==> config.mk <==
export PLATFORM = sky130hd
export DESIGN_NAME = next_pc_sequencer_flat
export DESIGN_NICKNAME = d
export VERILOG_FILES = /design/src/rtl/next_pc_sequencer_if.sv /design/src/rtl/next_pc_sequencer.sv /design/src/flat_wrapper.sv
export SDC_FILE = /design/constraint.sdc
export NUM_CORES = 1
export LEC_CHECK = 0
export CAP_MARGIN = 0
export CORE_MARGIN = 2
export CORE_UTILIZATION = 45
export CTS_CLUSTER_DIAMETER = 80
export CTS_CLUSTER_SIZE = 16
export DETAILED_ROUTE_END_ITERATION = 6
export GPL_TIMING_DRIVEN = 0
export PLACE_DENSITY = 0.78
export RECOVER_POWER = 25
export SYNTH_ARGS = -nofsm -noshare
export SYNTH_HDL_FRONTEND = slang
export SYNTH_SLANG_ARGS = --single-unit
export TNS_END_PERCENT = 10
==> constraint.sdc <==
create_clock -name clk -period 5.6 [get_ports clk]
set_clock_uncertainty 0.1 [all_clocks]
set_input_delay 1.68 -clock clk [delete_from_list [all_inputs] [get_ports clk]]
set_output_delay 1.68 -clock clk [all_outputs]
set_load 0.005 [all_outputs]
==> src/rtl/next_pc_sequencer_if.sv <==
// Fetch-loop bundle between the next-PC sequencer (master) and the ProgramCounter side (slave).
interface next_pc_sequencer_if;
  logic [31:0] outPC;
  logic        stall;
  logic        imem_ready;
  logic        branch_taken;
  logic [31:0] branch_target;
  logic        jump;
  logic [31:0] jump_target;
  logic [31:0] nextPC;
  logic        holdPC;
  logic        flush;
  logic        misalign_err;

  modport master (
    input  outPC, stall, imem_ready, branch_taken, branch_target, jump, jump_target,
    output nextPC, holdPC, flush, misalign_err
  );

  modport slave (
    output outPC, stall, imem_ready, branch_taken, branch_target, jump, jump_target,
    input  nextPC, holdPC, flush, misalign_err
  );
endinterface

==> src/rtl/next_pc_sequencer.sv <==
// Next-PC selection for the fetch loop: sequential, branch, jump or parked redirect, plus hold/flush.
// Optional target alignment check enabled by defining PC_ALIGN_CHECK_EN.
module next_pc_sequencer #(
  parameter logic [31:0] RESET_PC = 32'hFFFF_FFFC,
  parameter logic [31:0] PC_STEP  = 32'd4
) (
  input logic                 clk,
  input logic                 Reset,
  next_pc_sequencer_if.master bus
);

  typedef enum logic [1:0] {StRst, StRun, StWait} state_e;

  state_e      state_q, state_d;
  logic        pend_valid_q, pend_valid_d;
  logic [31:0] pend_pc_q, pend_pc_d;

  logic        redirect;
  logic [31:0] live_tgt;
  logic [31:0] sel_tgt;
  logic [31:0] applied_pc;
  logic        applied_mis;

  // Branch resolves in EX, so it is older than an ID-stage jump and wins.
  assign redirect = bus.branch_taken | bus.jump;
  assign live_tgt = bus.branch_taken ? bus.branch_target : bus.jump_target;
  assign sel_tgt  = redirect ? live_tgt : pend_pc_q;

`ifdef PC_ALIGN_CHECK_EN
  assign applied_pc  = {sel_tgt[31:2], 2'b00};
  assign applied_mis = |sel_tgt[1:0];
`else
  assign applied_pc  = sel_tgt;
  assign applied_mis = 1'b0;
`endif

  always_ff @(posedge clk) begin
    if (Reset) begin
      state_q      <= StRst;
      pend_valid_q <= 1'b0;
      pend_pc_q    <= 32'd0;
    end else begin
      state_q      <= state_d;
      pend_valid_q <= pend_valid_d;
      pend_pc_q    <= pend_pc_d;
    end
  end

  always_comb begin
    state_d      = state_q;
    pend_valid_d = pend_valid_q;
    pend_pc_d    = pend_pc_q;
    unique case (state_q)
      StRst: state_d = StRun;
      StRun, StWait: begin
        if (!bus.imem_ready) begin
          state_d = StWait;
          // Park the newest redirect until the fetch unblocks.
          if (redirect) begin
            pend_valid_d = 1'b1;
            pend_pc_d    = live_tgt;
          end
        end else begin
          state_d      = StRun;
          pend_valid_d = 1'b0;
        end
      end
      default: state_d = StRst;
    endcase
  end

  always_comb begin
    bus.nextPC       = bus.outPC;
    bus.holdPC       = 1'b1;
    bus.flush        = 1'b0;
    bus.misalign_err = 1'b0;
    unique case (state_q)
      StRst: begin
        bus.nextPC = RESET_PC;
        bus.holdPC = 1'b0;
        bus.flush  = 1'b1;
      end
      StRun, StWait: begin
        if (bus.imem_ready) begin
          // A redirect squashes the stalled instruction, so it overrides stall.
          if (redirect || pend_valid_q) begin
            bus.nextPC       = applied_pc;
            bus.holdPC       = 1'b0;
            bus.flush        = 1'b1;
            bus.misalign_err = applied_mis;
          end else if (!bus.stall) begin
            bus.nextPC = bus.outPC + PC_STEP;
            bus.holdPC = 1'b0;
          end
        end
      end
      default: ;
    endcase
  end

endmodule

==> src/flat_wrapper.sv <==
// flat-port wrapper written by rule: the top's interface ports become plain ports
module next_pc_sequencer_flat 
#(
  parameter logic [31:0] RESET_PC = 32'hFFFF_FFFC,
  parameter logic [31:0] PC_STEP  = 32'd4
)
  (clk, Reset, bus_outPC, bus_stall, bus_imem_ready, bus_branch_taken, bus_branch_target, bus_jump, bus_jump_target, bus_nextPC, bus_holdPC, bus_flush, bus_misalign_err);
  next_pc_sequencer_if bus_i ();
  input logic clk;
  input logic Reset;
  input wire logic [$bits(bus_i.outPC)-1:0] bus_outPC;
  input wire logic [$bits(bus_i.stall)-1:0] bus_stall;
  input wire logic [$bits(bus_i.imem_ready)-1:0] bus_imem_ready;
  input wire logic [$bits(bus_i.branch_taken)-1:0] bus_branch_taken;
  input wire logic [$bits(bus_i.branch_target)-1:0] bus_branch_target;
  input wire logic [$bits(bus_i.jump)-1:0] bus_jump;
  input wire logic [$bits(bus_i.jump_target)-1:0] bus_jump_target;
  output wire logic [$bits(bus_i.nextPC)-1:0] bus_nextPC;
  output wire logic [$bits(bus_i.holdPC)-1:0] bus_holdPC;
  output wire logic [$bits(bus_i.flush)-1:0] bus_flush;
  output wire logic [$bits(bus_i.misalign_err)-1:0] bus_misalign_err;
  assign bus_i.outPC = bus_outPC;
  assign bus_i.stall = bus_stall;
  assign bus_i.imem_ready = bus_imem_ready;
  assign bus_i.branch_taken = bus_branch_taken;
  assign bus_i.branch_target = bus_branch_target;
  assign bus_i.jump = bus_jump;
  assign bus_i.jump_target = bus_jump_target;
  assign bus_nextPC = bus_i.nextPC;
  assign bus_holdPC = bus_i.holdPC;
  assign bus_flush = bus_i.flush;
  assign bus_misalign_err = bus_i.misalign_err;
  next_pc_sequencer #(.RESET_PC(RESET_PC), .PC_STEP(PC_STEP)) u_core (.clk(clk), .Reset(Reset), .bus(bus_i));
endmodule
Word level (Yosys, flattened, before mapping)
Index checks and enable logic that the tools add are counted.

Bits in registers: 35. Bits of input ports: 102. Logic and storage cells: 31.

$add $sub $neg: 1. Equal/unequal tests: 2. Multiplexer cells: 17. Bitwise gates (word level): 2. Reductions and logical operators: 6.

Operators by type and width (count): $mux 32 (5); $pmux 32 s2 (1); $add 32x3->32 const B (1); $mux 1 (7); $pmux 1 s2 (2); $pmux 2 s2 (1); $reduce_and 2->1 (2); $eq 2x1->1 const B (1); $eq 2x2->1 const B (1); $logic_not 2->1 (1); $mux 2 (1); $reduce_bool 2->1 (1); $reduce_or 2->1 (1); $logic_or 1x1->1 (1); $not 1->1 (1); $or 1x1->1 (1).

Logic depth before layout (Yosys ltp)
Gate-level depths: netlist (run 1).

Depth in word-level cells: 5. Depth in mapped cells: 9. Mapped depth without buffers: 7.

Worst setup path before layout (run 1)
OpenSTA, ideal clock, no wires.

Kind: input to output. Start point: in bus_stall. End point: out bus_nextPC[31]. Arrival: 3.549 ns. Data required time: 3.820 ns. Slack: 0.271 ns. Stages: 7. Path buffers: 2. Path through: buf_6 -> nand4b_4 -> or4_4 -> buf_6 -> nor4_1 -> mux2_1 -> a221o_1.

Cells in the longest elaborated chain, start to end: 4.

RTL lines: start, declared (RTL line flat_wrapper.sv:12) `input wire logic [$bits(bus_i.stall)-1:0] bus_stall;`; $mux 32 (RTL line next_pc_sequencer.sv:91) `end else if (!bus.stall) begin`; $mux 32 (RTL line next_pc_sequencer.sv:86) `if (redirect || pend_valid_q) begin`; $mux 32 (RTL line next_pc_sequencer.sv:84) `if (bus.imem_ready) begin`; $pmux 32 s2 (RTL line next_pc_sequencer.sv:77) `unique case (state_q)`; end, declared (RTL line flat_wrapper.sv:18) `output wire logic [$bits(bus_i.nextPC)-1:0] bus_nextPC;`.

No other way between the ends.

Worst setup path after layout (run 1)
Start point: in bus_outPC[17]. End point: out bus_nextPC[26].

Cells in the longest elaborated chain, start to end: 5.

RTL lines: start, declared (RTL line flat_wrapper.sv:11) `input wire logic [$bits(bus_i.outPC)-1:0] bus_outPC;`; $add 32x3->32 (RTL line next_pc_sequencer.sv:92) `bus.nextPC = bus.outPC + PC_STEP;`; $mux 32 (RTL line next_pc_sequencer.sv:91); $mux 32 (RTL line next_pc_sequencer.sv:86); $mux 32 (RTL line next_pc_sequencer.sv:84); $pmux 32 s2 (RTL line next_pc_sequencer.sv:77).

No other way between the ends.

==> summary.md, run 1 <==
| Metric | Value |
|---|---|
| Run status | complete, but fails checks |
| Failing checks | setup timing |
| WS Path Type | primary input to output port |
| Rel. slew slack | around 54% |
| Syn Area/Cell | around 6.7 um^2 |
| Finish-stage setup viols | 5 |
| DR pass1 iterations | 5 |
| Multi-input logic area | 2760 um^2 |
| Die width | roughly 90 um |
| Core area | 7650 um^2 |
| Period minus WS final | between 5 and 6 ns |
| ANT cells | 0 |
| Tcrit/Tclk final | 102% |
| Initial core utilization | a little under half |
| Final wirelength | around 15000 um |
| PD cells | around 180 nW/um^2 |
| Vias in the first global route | around 4.4k |
| Hold-critical path depth | 2 |
| Syn nets | approximately 630 |
| Worst min-delay path startpoint | u_core.pend_pc_q[15] |
| H-tree levels | 2 |
| Clock Sinks | 35 |
| P_leak | about 2.0 nW |
| Predominant post-synthesis flop cell | dfxtp_1 |
| Yosys warns | 0 |
| Total Routing Usage GR | 33.7% |
| Final slew viol count | 0 |
| Hold Vio Cnt, Final | 0 |
| Max Freq | around 180 MHz |
| Rows | 32 |
| # fillers | 670 |
| Layout cell share with drive strength beyond 1 | about an eighth |
| Die ar. | around 8500 um^2 |
| Port Buf Inserts | approximately 130 |
| Netlist cell types | 59 |
| Reg-to-reg setup timing slack | between 3 and 4 ns |
| Antenna-violating nets left | 0 |
| Crit path capture type | output port |
| Top-level I/O count | 137 |
| Initial DRC Count | around 420 |
| Register area share after synthesis | between 10% and 20% |
| First-pass GRT wire length | 22700 um |
| Post-synth EDFFs | 0 |
| HP Class | flip-flop to flip-flop |
| Peak supply drop | about 230 uV |
| Max cap viols | 0 |
| Clk_lat worst skew | 0.29 ns |
| Setup ws final | -0.0905 ns |
| Critical Path AT | slightly below 4 ns |
| Worst R2R End | u_core.pend_pc_q[28] |
| Crit-path max FO | 6 |
| CTS tree | built |
| Remaining DRCs | 0 |
| Wire length per cell | between 15 and 20 um |
| Reg2Reg Depth | 7 |
| DP Wirelength | around 11000 um |
| Gate count of the mapped netlist | around 520 |
| Area delta synth->final | 50.9% |
| Worst path required time | approximately 3.8 ns |
| Worst reg2reg startpoint | u_core.state_q[0] |
| Pre-CTS setup slack | -0.896 ns |
| Hold_ws | around 0.36 ns |
| Hold Path Sink | u_core.pend_pc_q[15] |
| Syn Std Cell Area | approximately 3500 um^2 |
| CP Launch Type | primary input |
| Vias | around 4.7k |
| Clk pin slew, worst setup/hold paths | ~0.070 ns |
| Synth Register Bits | 35 |
| Tightest Pin Transition | a little under 0.7 ns |
| GP Congestion | roughly 0.93 |
| Cts hold-fix bufs | 0 |
| Unrepaired setup endpoints after global routing | yes |
| Clk root buf | clkbuf_8 |
| FFs w/ async S/R, synth | 0% |
| Reg area | 701 um^2 |
| Nets@finish | between 700 and 800 |
| Drt via density | ~6 |
| Antenna violations before repair | 0 |
| Largest net degree at the start of global routing | 11 |
| Remaining global-route overflow | 0 |
| Total CTS buffers | 5 |
| Die Y | 92.3 um |
| Max Root-Sink Buffers | 2 |
-- worst max-delay path: stages --
cell and delay [ns]:
dlygate4sd2_1 0.27, nand3_2 0.10, buf_4 0.14, or4_4 0.57
o31a_1 0.28, a211oi_1 0.29, o22ai_1 0.11, clkdlybuf4s50_1 0.46
-- kinds of logic (layout without fill, tap and decap cells) --
group,after synthesis,after routing,synth area share [%]
AO/OA/AOI/OAI,164,164,28.9
XOR/XNOR,13,13,3.24
adder cells (fa/ha/maj),3,3,1.07
buffers and inverters,57,200,6.77
flip-flops,35,35,20.0
multiplexers,39,39,11.4
other,1,1,0.107
AND/OR/NAND/NOR,210,210,28.5
-- synthesized netlist by cell type, types with 2 or more instances --
cell type   n  area (um^2)
a211o_1     5         43.8
a211oi_1    2         15.0
a21boi_0    2         15.0
a21o_1      5         37.5
a21oi_1    53          265
a221o_1     9         90.1
a221oi_1    6         52.6
a22oi_1     2         15.0
a31o_2      2         17.5
a31oi_1     4         25.0
and2_1      2         12.5
and3_1      6         37.5
buf_1       2         7.51
buf_2       4         20.0
buf_6       2         22.5
clkbuf_1   37          139
dfxtp_1    35          701
ha_1        3         37.5
inv_1      11         41.3
mux2_2      8         90.1
mux2i_1    30          300
nand2_1    94          353
nand2b_1    6         37.5
nand3_1    11         55.1
nand4_1     4         25.0
nand4b_1    2         17.5
nor2_1     38          143
nor2b_1     5         31.3
nor3_1     14         70.1
nor4_1      7         43.8
o211ai_1    3         22.5
o21a_1      3         22.5
o21ai_0    50          250
o21ai_1     3         15.0
o22ai_1     2         12.5
o311ai_1    2         17.5
o31a_1      2         17.5
o31ai_1     3         22.5
or3_1       8         50.1
or4_1       5         37.5
xnor2_1    12          105
-- where the power goes --
part | switching [W] | leakage (nW) | internal, W | total [W]
clock network | 0.0000903 | 0.0422 | 0.0000873 | 0.000178
logic | 0.000259 | 1.70 | 0.000250 | 0.000509
registers | 0.00000948 | 0.285 | 0.000266 | 0.000275
-- cell type report --
cell class	count	share of cell area, %
clock inverters	1	0.0945
inverters	11	0.779
clock buffers	7	1.44
multi-input cells	430	52.1
repair buffers	139	25.2
plain buffers	42	4.72
flip-flops and latches	35	13.2
well taps	102	2.41
-- cells in the final DEF (no fill, tap or decap), types with 8 or more instances in the layout --
cell type         n
nand2_1          93
mux2i_1          28
o21ai_0          37
clkbuf_1         24
a21oi_1          53
buf_4            11
xnor2_1          12
dlygate4sd2_1    16
nor3_1           11
mux2_2            8
inv_1            11
a221o_1           9
clkbuf_2          8
o21ai_1          12
dfxtp_1          35
clkdlybuf4s50_1  98
nor2_1           37
-- worst max path at each step --
| stage | end | depth (start not counted) | start |
|---|---|---|---|
| floorplan | bus_nextPC[31] | 7 | bus_stall |
| global placement | bus_nextPC[31] | 8 | bus_outPC[2] |
| detailed placement | bus_nextPC[31] | 8 | bus_outPC[2] |
| CTS | bus_nextPC[21] | 8 | bus_outPC[9] |
| global route | bus_nextPC[26] | 8 | bus_outPC[17] |
| finish | bus_nextPC[26] | 8 | bus_outPC[17] |
-- per-stage QoR --
stage | utilization, % | setup TNS (ns) | cells | area [um^2] | power, W
detailed placement | 64.9 | -17.33 | 756 | 4960 | 0.000769
CTS | 68.7 | -0.0521 | 768 | 5250 | 0.000949
global route | 69.3 | -1.22 | 767 | 5300 | 0.00101
floorplan | - | 0 | 522 | 3510 | 0.000511
global placement | 64.9 | -17.35 | 756 | 4960 | 0.000762
finish | 69.3 | -0.146 | 767 | 5300 | 0.000962
-- routing by layer --
| layer | up-vias | routed length (um) | global-route usage [%] |
|---|---|---|---|
| li1 | 2173 | - | - |
| met1 | 2170 | 6090 | 44.3 |
| met2 | 296 | 6900 | 56.4 |
| met3 | 44 | 1290 | 4.23 |
| met4 | 0 | 448 | 12.9 |
| met5 | - | 0 | 0 |
-- sequential cells by signal, indices dropped and copies added, names as in the netlist --
signal	cells
u_core.pend_pc_q	32
u_core.pend_valid_q	1
u_core.state_q	2
-- what timing repair did --
| item | 4_1_cts | 5_1_grt |
|---|---|---|
| gates resized for setup | 120 | 33 |
| setup endpoints to repair | 33 | 28 |
| pin swaps | 10 | 2 |
| buffers inserted | 7 | 0 |
Power figures use the tool's default switching activity.
==> run 2: changes to the inputs <==
- CORE_UTILIZATION: 45 -> 36
- GPL_TIMING_DRIVEN: 0 -> 1
- PLACE_DENSITY: 0.78 -> 0.64
- SETUP_SLACK_MARGIN: not set -> 0.5
==> summary.md, run 2 (same netlist as run 1, synthesis figures left out) <==
| Metric | Value |
|---|---|
| Rel. slew slack | -20.7% (was 53.7%) |
| Max Root-Sink Buffers | 2 (unchanged) |
| Crit-path max FO | 10 (was 6) |
| Peak supply drop | 155 uV (was 231 uV) |
| Clk_lat worst skew | 0.28 ns (was 0.29 ns) |
| Vias | 4664 (was 4683) |
| Total Routing Usage GR | 27.4% (was 33.7%) |
| Antenna-violating nets left | 0 (unchanged) |
| Wire length per cell | 17.1 um (was 19.2 um) |
| Remaining global-route overflow | 0 (unchanged) |
| Final wirelength | 14700 um (about the same) |
| Port Buf Inserts | 135 (was 132) |
| Remaining DRCs | 0 (unchanged) |
| Die ar. | 10600 um^2 (was 8520 um^2) |
| Critical path endpoint | bus_nextPC[12] (was bus_nextPC[26]) |
| Failing checks | capacitance limit, slew limit (was setup timing) |
| Initial DRC Count | 257 (was 415) |
| Unrepaired setup endpoints after global routing | yes (unchanged) |
| Worst path required time | 3.82 ns (about the same) |
| Top reg by flops | u_core.pend_pc_q (unchanged) |
| Most common cell after layout, fill and taps aside | buf_4 (was clkdlybuf4s50_1) |
| Tightest Pin Transition | 1.81 ns (was 0.691 ns) |
| Die Y | 103 um (was 92.3 um) |
| Largest registers | u_core.pend_pc_q: 32 flops, u_core.state_q: 2 flops, u_core.pend_valid_q: 1 flops (unchanged) |
| Finish-stage setup viols | 0 (was 5) |
| Max reg flops | 32 (unchanged) |
| Critical Path AT | 3.58 ns (was 3.91 ns) |
| Final slew viol count | 41 (was 0) |
| Worst R2R End | u_core.pend_pc_q[27] (was u_core.pend_pc_q[28]) |
| Tcrit/Tclk final | 95.7% (was 102%) |
| HP Class | flip-flop to flip-flop (unchanged) |
| Antenna violations before repair | 0 (unchanged) |
| CTS tree | built (unchanged) |
| Cell area after layout | 6050 um^2 (was 5300 um^2) |
| Reg2Reg Depth | 7 (unchanged) |
| Core area | 9640 um^2 (was 7650 um^2) |
| CP Launch Type | primary input (unchanged) |
| GP Congestion | 0.917 (was 0.927) |
| Max Freq | 187 MHz (was 176 MHz) |
| PD cells | 165 nW/um^2 (was 182 nW/um^2) |
| P_leak | 2.53 nW (was 2.03 nW) |
| Crit path launch | bus_imem_ready (was bus_outPC[17]) |
| Run status | complete, but fails checks (unchanged) |
| DP Wirelength | 11000 um (was 11100 um) |
| Pwr Total | 0.00100 W (was 0.000962 W) |
| Reg-to-reg setup timing slack | 2.82 ns (was 3.26 ns) |
| Period minus WS final | 5.36 ns (was 5.69 ns) |
| Total CTS buffers | 5 (unchanged) |
| DR pass1 iterations | 5 (unchanged) |
| Layout cell share with drive strength beyond 1 | 27.3% (was 13.2%) |
| Max incr delay on CP | 0.49 ns (was 0.57 ns) |
| CP Cell Sequence | dlygate4sd2_1 > clkbuf_1 > and3b_2 > buf_4 > buf_12 > o21ai_0 > a21oi_1 > a211o_1 > clkdlybuf4s50_1 (was dlygate4sd2_1 > nand3_2 > buf_4 > or4_4 > o31a_1 > a211oi_1 > o22ai_1 > clkdlybuf4s50_1) |
| Initial core utilization | 36.4% (was 45.9%) |
| Slowest CP cell | clkdlybuf4s50_1 (was or4_4) |
| Nets@finish | 831 (was 769) |
| WS Path Type | primary input to output port (unchanged) |
| Max cap viols | 1 (was 0) |
| Placed inst area | 5590 um^2 (was 4960 um^2) |
| Clk pin slew, worst setup/hold paths | 0.07 ns (about the same) |
| Drt via density | 5.43 (was 6.11) |
| Largest net degree at the start of global routing | 49 (was 11) |
| Crit path capture type | output port (unchanged) |
| H-tree levels | 2 (unchanged) |
| Worst reg2reg startpoint | u_core.state_q[0] (unchanged) |
| Die width | 103 um (was 92.3 um) |
| Most frequent cells in the layout | 95 x buf_4, 92 x nand2_1, 82 x clkdlybuf4s50_1 (was 98 x clkdlybuf4s50_1, 93 x nand2_1, 53 x a21oi_1) |
| First-pass GRT wire length | 22800 um (was 22700 um) |
| Clk root buf | clkbuf_8 (unchanged) |
| Clock Sinks | 35 (unchanged) |
| ANT cells | 0 (unchanged) |
| Area delta synth->final | 72.4% (was 50.9%) |
| Rows | 36 (was 32) |
| Top-level I/O count | 137 (unchanged) |
| Vias in the first global route | 4425 (was 4375) |
| Hold Vio Cnt, Final | 0 (unchanged) |
-- run 2: changes by cell type in the layout (fill, tap and decap cells not counted), sizes merged --
| cell | change |
|---|---|
| dlymetal6s2s | +4 |
| buf | +108 |
| clkdlybuf4s50 | -16 |
| clkdlybuf4s15 | -2 |
| dlygate4sd2 | -3 |
| clkbuf | -30 |
-- run 2: timing repair --
action / CTS / global route
cloned: 0 / 0
setup buffers: 12 / 4
endpoints found under the setup margin: 33 / 33
pin swaps: 28 / 20
hold buffers: 0 / 0
gates resized for setup: 153 / 55
-- run 2: per-layer routing --
layer | up-vias | track usage (%) | share of wire (%)
met4 | 0 | 9.11 | 2.3
met3 | 25 | 1.83 | 6.4
met2 | 191 | 42.9 | 45
met5 | - | 0 | 0
li1 | 2293 | - | -
met1 | 2155 | 40.0 | 46
-- run 2: per-stage QoR --
step,utilization [%],cells,hold slack [ns],setup TNS [ns],setup slack (ns)
6_report,62.8,859,0.354,0,0.243
5_1_grt,62.8,859,0.376,0,0.119
2_1_floorplan,-,522,0.334,0,0.531
4_1_cts,61.2,855,0.358,0,0.230
3_3_place_gp,58.0,836,0.342,-4.95,-0.383
3_5_place_dp,58.0,836,0.349,-5.14,-0.378
-- run 2: power by group --
group / total [W] / internal (W) / leakage [nW] / switching (W)
clock network: 0.000182 / 0.0000964 / 0.0470 / 0.0000852
logic: 0.000545 / 0.000282 / 2.19 / 0.000263
registers: 0.000274 / 0.000266 / 0.285 / 0.00000843
total: 0.00100 / 0.000644 / 2.53 / 0.000357
-- run 2: final cells by class --
type	count	area [um^2]
well taps	133	166
repair buffers	243	2190
clock inverters	1	5.00
inverters	11	41.3
flip-flops and latches	35	701
fillers	878	3590
clock buffers	6	82.6
multi-input cells	430	2870
-- run 2: worst min-delay path by stage --
stage                                    start                    to  slack (ns)  cells past startpoint
after floorplan           u_core.pend_pc_q[12]  u_core.pend_pc_q[12]        0.33                      2
final                      u_core.pend_pc_q[7]   u_core.pend_pc_q[7]        0.35                      2
after global routing      u_core.pend_pc_q[17]  u_core.pend_pc_q[17]        0.38                      2
after detailed placement  u_core.pend_pc_q[17]  u_core.pend_pc_q[17]        0.35                      2
after global placement    u_core.pend_pc_q[26]  u_core.pend_pc_q[26]        0.34                      2
after CTS                  u_core.pend_pc_q[2]   u_core.pend_pc_q[2]        0.36                      2
-- run 2: worst max-delay path: cells and delay by family --
family	cells	cell delay, ns
AO/OA/AOI/OAI	3	0.32
buffers and inverters	5	1.28
AND/OR/NAND/NOR	1	0.29
==> run 3: changes to the inputs <==
- ABC_AREA: not set -> 1
- CORE_UTILIZATION: 36 -> 27
- PLACE_DENSITY: 0.64 -> 0.51
- clock period: 5.6 -> 4.75 ns (I/O delays scaled with it)
==> summary.md, run 3 <==
| Metric | Value |
|---|---|
| Max cap viols | 0 (was 1) |
| Vias in the first global route | 5252 (was 4425) |
| Hold Vio Cnt, Final | 0 (unchanged) |
| Port Buf Inserts | 135 (unchanged) |
| Peak supply drop | 108 uV (was 155 uV) |
| Clock group share of total power | 24.9% (was 18.1%) |
| DR pass1 iterations | 5 (unchanged) |
| Nets@finish | 1036 (was 831) |
| Max reg flops | 32 (unchanged) |
| Die width | 123 um (was 103 um) |
| Netlist cell types | 34 (was 59) |
| Cell area after layout | 6830 um^2 (was 6050 um^2) |
| Antenna violations before repair | 0 (unchanged) |
| Initial DRC Count | 449 (was 257) |
| Core area | 13800 um^2 (was 9640 um^2) |
| Syn Std Cell Area | 3800 um^2 (was 3510 um^2) |
| DP Cell Count | 1065 (was 836) |
| Most frequent cell after synthesis | nand2_1 (unchanged) |
| Layout cell share with drive strength beyond 1 | 32.8% (was 27.3%) |
| Run status | completed (was complete, but fails checks) |
| PD cells | 204 nW/um^2 (was 165 nW/um^2) |
| Clock Sinks | 35 (unchanged) |
| Switch Pwr | 0.000515 W (was 0.000357 W) |
| Post-route setup TNS | 0 ns (unchanged) |
| P_leak | 3.07 nW (was 2.53 nW) |
| Internal power | 0.000882 W (was 0.000644 W) |
| Total Routing Usage GR | 22.3% (was 27.4%) |
| Post-synth EDFFs | 0 (unchanged) |
| Vias | 5394 (was 4664) |
| Sw Share | 36.9% (was 35.7%) |
| First-pass GRT wire length | 26500 um (was 22800 um) |
| Yosys top cell area share | 18.4% (was 20.0%) |
| Max Root-Sink Buffers | 2 (unchanged) |
| Syn Area/Cell | 5.38 um^2 (was 6.73 um^2) |
| Tightest Pin Transition | 0.880 ns (was 1.81 ns) |
| Clk pin slew, worst setup/hold paths | 0.05 ns (was 0.07 ns) |
| Largest registers | u_core.pend_pc_q: 32 flops, u_core.state_q: 2 flops, u_core.pend_valid_q: 1 flops (unchanged) |
| Post-synth top cells | 185 x nand2_1, 85 x nor2_1, 81 x inv_1 (was 94 x nand2_1, 53 x a21oi_1, 50 x o21ai_0) |
| WS Path Type | primary input to output port (unchanged) |
| Remaining global-route overflow | 0 (unchanged) |
| Finish-stage setup viols | 0 (unchanged) |
| Remaining DRCs | 0 (unchanged) |
| FFs w/ async S/R, synth | 0% (unchanged) |
| CP Launch Type | primary input (unchanged) |
| CTS tree | built (unchanged) |
| Synth area leaders | dfxtp_1 18%, nand2_1 18%, nand3_1 10%, a21oi_1 9.1%, o21ai_0 8.5% (was dfxtp_1 20%, nand2_1 10%, mux2i_1 8.6%, a21oi_1 7.6%, o21ai_0 7.1%) |
| Worst path required time | 3.22 ns (was 3.82 ns) |
| Placed inst area | 5860 um^2 (was 5590 um^2) |
| Final wirelength | 16900 um (was 14700 um) |
| Gate count of the mapped netlist | 707 (was 522) |
| Syn nets | 812 (was 627) |
| Synth Register Bits | 35 (unchanged) |
| Yosys warns | 0 (unchanged) |
| DP Wirelength | 12100 um (was 11000 um) |
| Tcrit/Tclk final | 91.4% |
| Largest net degree at the start of global routing | 49 (unchanged) |
| Die ar. | 15100 um^2 (was 10600 um^2) |
| Most common cell after layout, fill and taps aside | nand2_1 (was buf_4) |
| Rows | 43 (was 36) |
| Sequential Power Share | 24.8% (was 27.4%) |
| Crit-path max FO | 5 (was 10) |
| Drt via density | 4.85 (was 5.43) |
| Period minus WS final | ~4.3 ns |
| GP Congestion | 0.904 (was 0.917) |
| Max Freq | roughly 230 MHz |
| Register area share after synthesis | 18.4% (was 20.0%) |
| HP Class | flip-flop to flip-flop (unchanged) |
| ANT cells | 0 (unchanged) |
| Unrepaired setup endpoints after global routing | yes (unchanged) |
| Area delta synth->final | 79.5% (was 72.4%) |
| Initial core utilization | 27.5% (was 36.4%) |
| Cts hold-fix bufs | 0 (unchanged) |
| Predominant post-synthesis flop cell | dfxtp_1 (unchanged) |
| Top-level I/O count | 137 (unchanged) |
| Total CTS buffers | 5 (unchanged) |
| Clk_lat worst skew | 0.28 ns (about the same) |
| H-tree levels | 2 (unchanged) |
| Final std cells w/o fill | 1112 (was 859) |
| Logic pwr share | 50.3% (was 54.5%) |
| Antenna-violating nets left | 0 (unchanged) |
| Wire length per cell | 15.2 um (was 17.1 um) |
| Crit path capture type | output port (unchanged) |
| Die Y | 123 um (was 103 um) |
| Top reg by flops | u_core.pend_pc_q (unchanged) |
| Clk root buf | clkbuf_16 (was clkbuf_8) |
| Final slew viol count | 0 (was 41) |
| Most frequent cells in the layout | 170 x nand2_1, 86 x buf_4, 69 x clkdlybuf4s50_1 (was 95 x buf_4, 92 x nand2_1, 82 x clkdlybuf4s50_1) |
| Largest area contributor in the synthesized netlist | dfxtp_1 (unchanged) |
| Rel. slew slack | 41.3% (was -20.7%) |
| Critical Path AT | 2.82 ns (was 3.58 ns) |
## run 3: area by class of cell
class / count / area (um^2)
repair buffers: 255 / 2350
clock buffers: 7 / 153
fillers: 1444 / 7000
multi-input cells: 545 / 3040
well taps: 180 / 225
flip-flops and latches: 35 / 701
inverters: 89 / 345
clock inverters: 1 / 7.51
## run 3: cells by family after synthesis
kind of cell	synth area share, %
fa+ha+maj	0.987
buf+inv	14.3
simple gates	42.1
xor+xnor	0.230
compound gates	23.9
other cells	0.0986
flops	18.4
## run 3: repair_timing
item                                   in CTS  in global routing
setup endpoints to repair                  34                 34
buffers inserted                           30                  1
endpoints found under the hold margin       0                  0
pin swaps                                  79                 33
cloned                                      6                  2
gates resized for setup                   323                 49
## run 3: worst max-delay path, cell delays in order
cell and delay [ns]:
buf_6 0.07, buf_8 0.11, nor2_8 0.04, buf_12 0.13, nand2_8 0.08, inv_8 0.04
buf_12 0.12, buf_8 0.12, buf_6 0.10, a31oi_1 0.14, o21ai_1 0.09, a31oi_1 0.20
buf_2 0.15
## run 3: path summary, 6_finish.rpt
check                       from                   end  slack, ns  cells after the start
max reg2reg    u_core.state_q[0]  u_core.pend_pc_q[21]       2.70                      8
min reg2reg  u_core.pend_pc_q[3]   u_core.pend_pc_q[3]       0.43                      2
max             bus_branch_taken         bus_nextPC[3]       0.41                     13
min          u_core.pend_pc_q[3]   u_core.pend_pc_q[3]       0.43                      2
## run 3: per-layer routing
metal / wire [um] / global-route usage [%]
met5: 0 / 0
met4: 272 / 6.25
met3: 928 / 2.32
met2: 7660 / 35.6
met1: 8000 / 31.8
## run 3: power groups by stage
stage / combinational, W / sequential, W / clock (W)
3_5_place_dp: 0.000638 / 0.000350 / 0
3_3_place_gp: 0.000634 / 0.000349 / 0
4_1_cts: 0.000684 / 0.000344 / 0.000356
5_1_grt: 0.000767 / 0.000349 / 0.000366
6_report: 0.000702 / 0.000346 / 0.000348
2_1_floorplan: 0.000286 / 0.000346 / 0
## run 3: through the flow
step / utilization (%) / hold WS [ns] / total power (W) / setup WS (ns)
3_3_place_gp: 42.4 / 0.410 / 0.000983 / -0.385
2_1_floorplan: - / 0.391 / 0.000632 / 0.848
3_5_place_dp: 42.4 / 0.416 / 0.000988 / -0.376
4_1_cts: 48.4 / 0.433 / 0.00138 / 0.410
5_1_grt: 49.4 / 0.447 / 0.00148 / 0.329
6_report: 49.4 / 0.432 / 0.00140 / 0.407
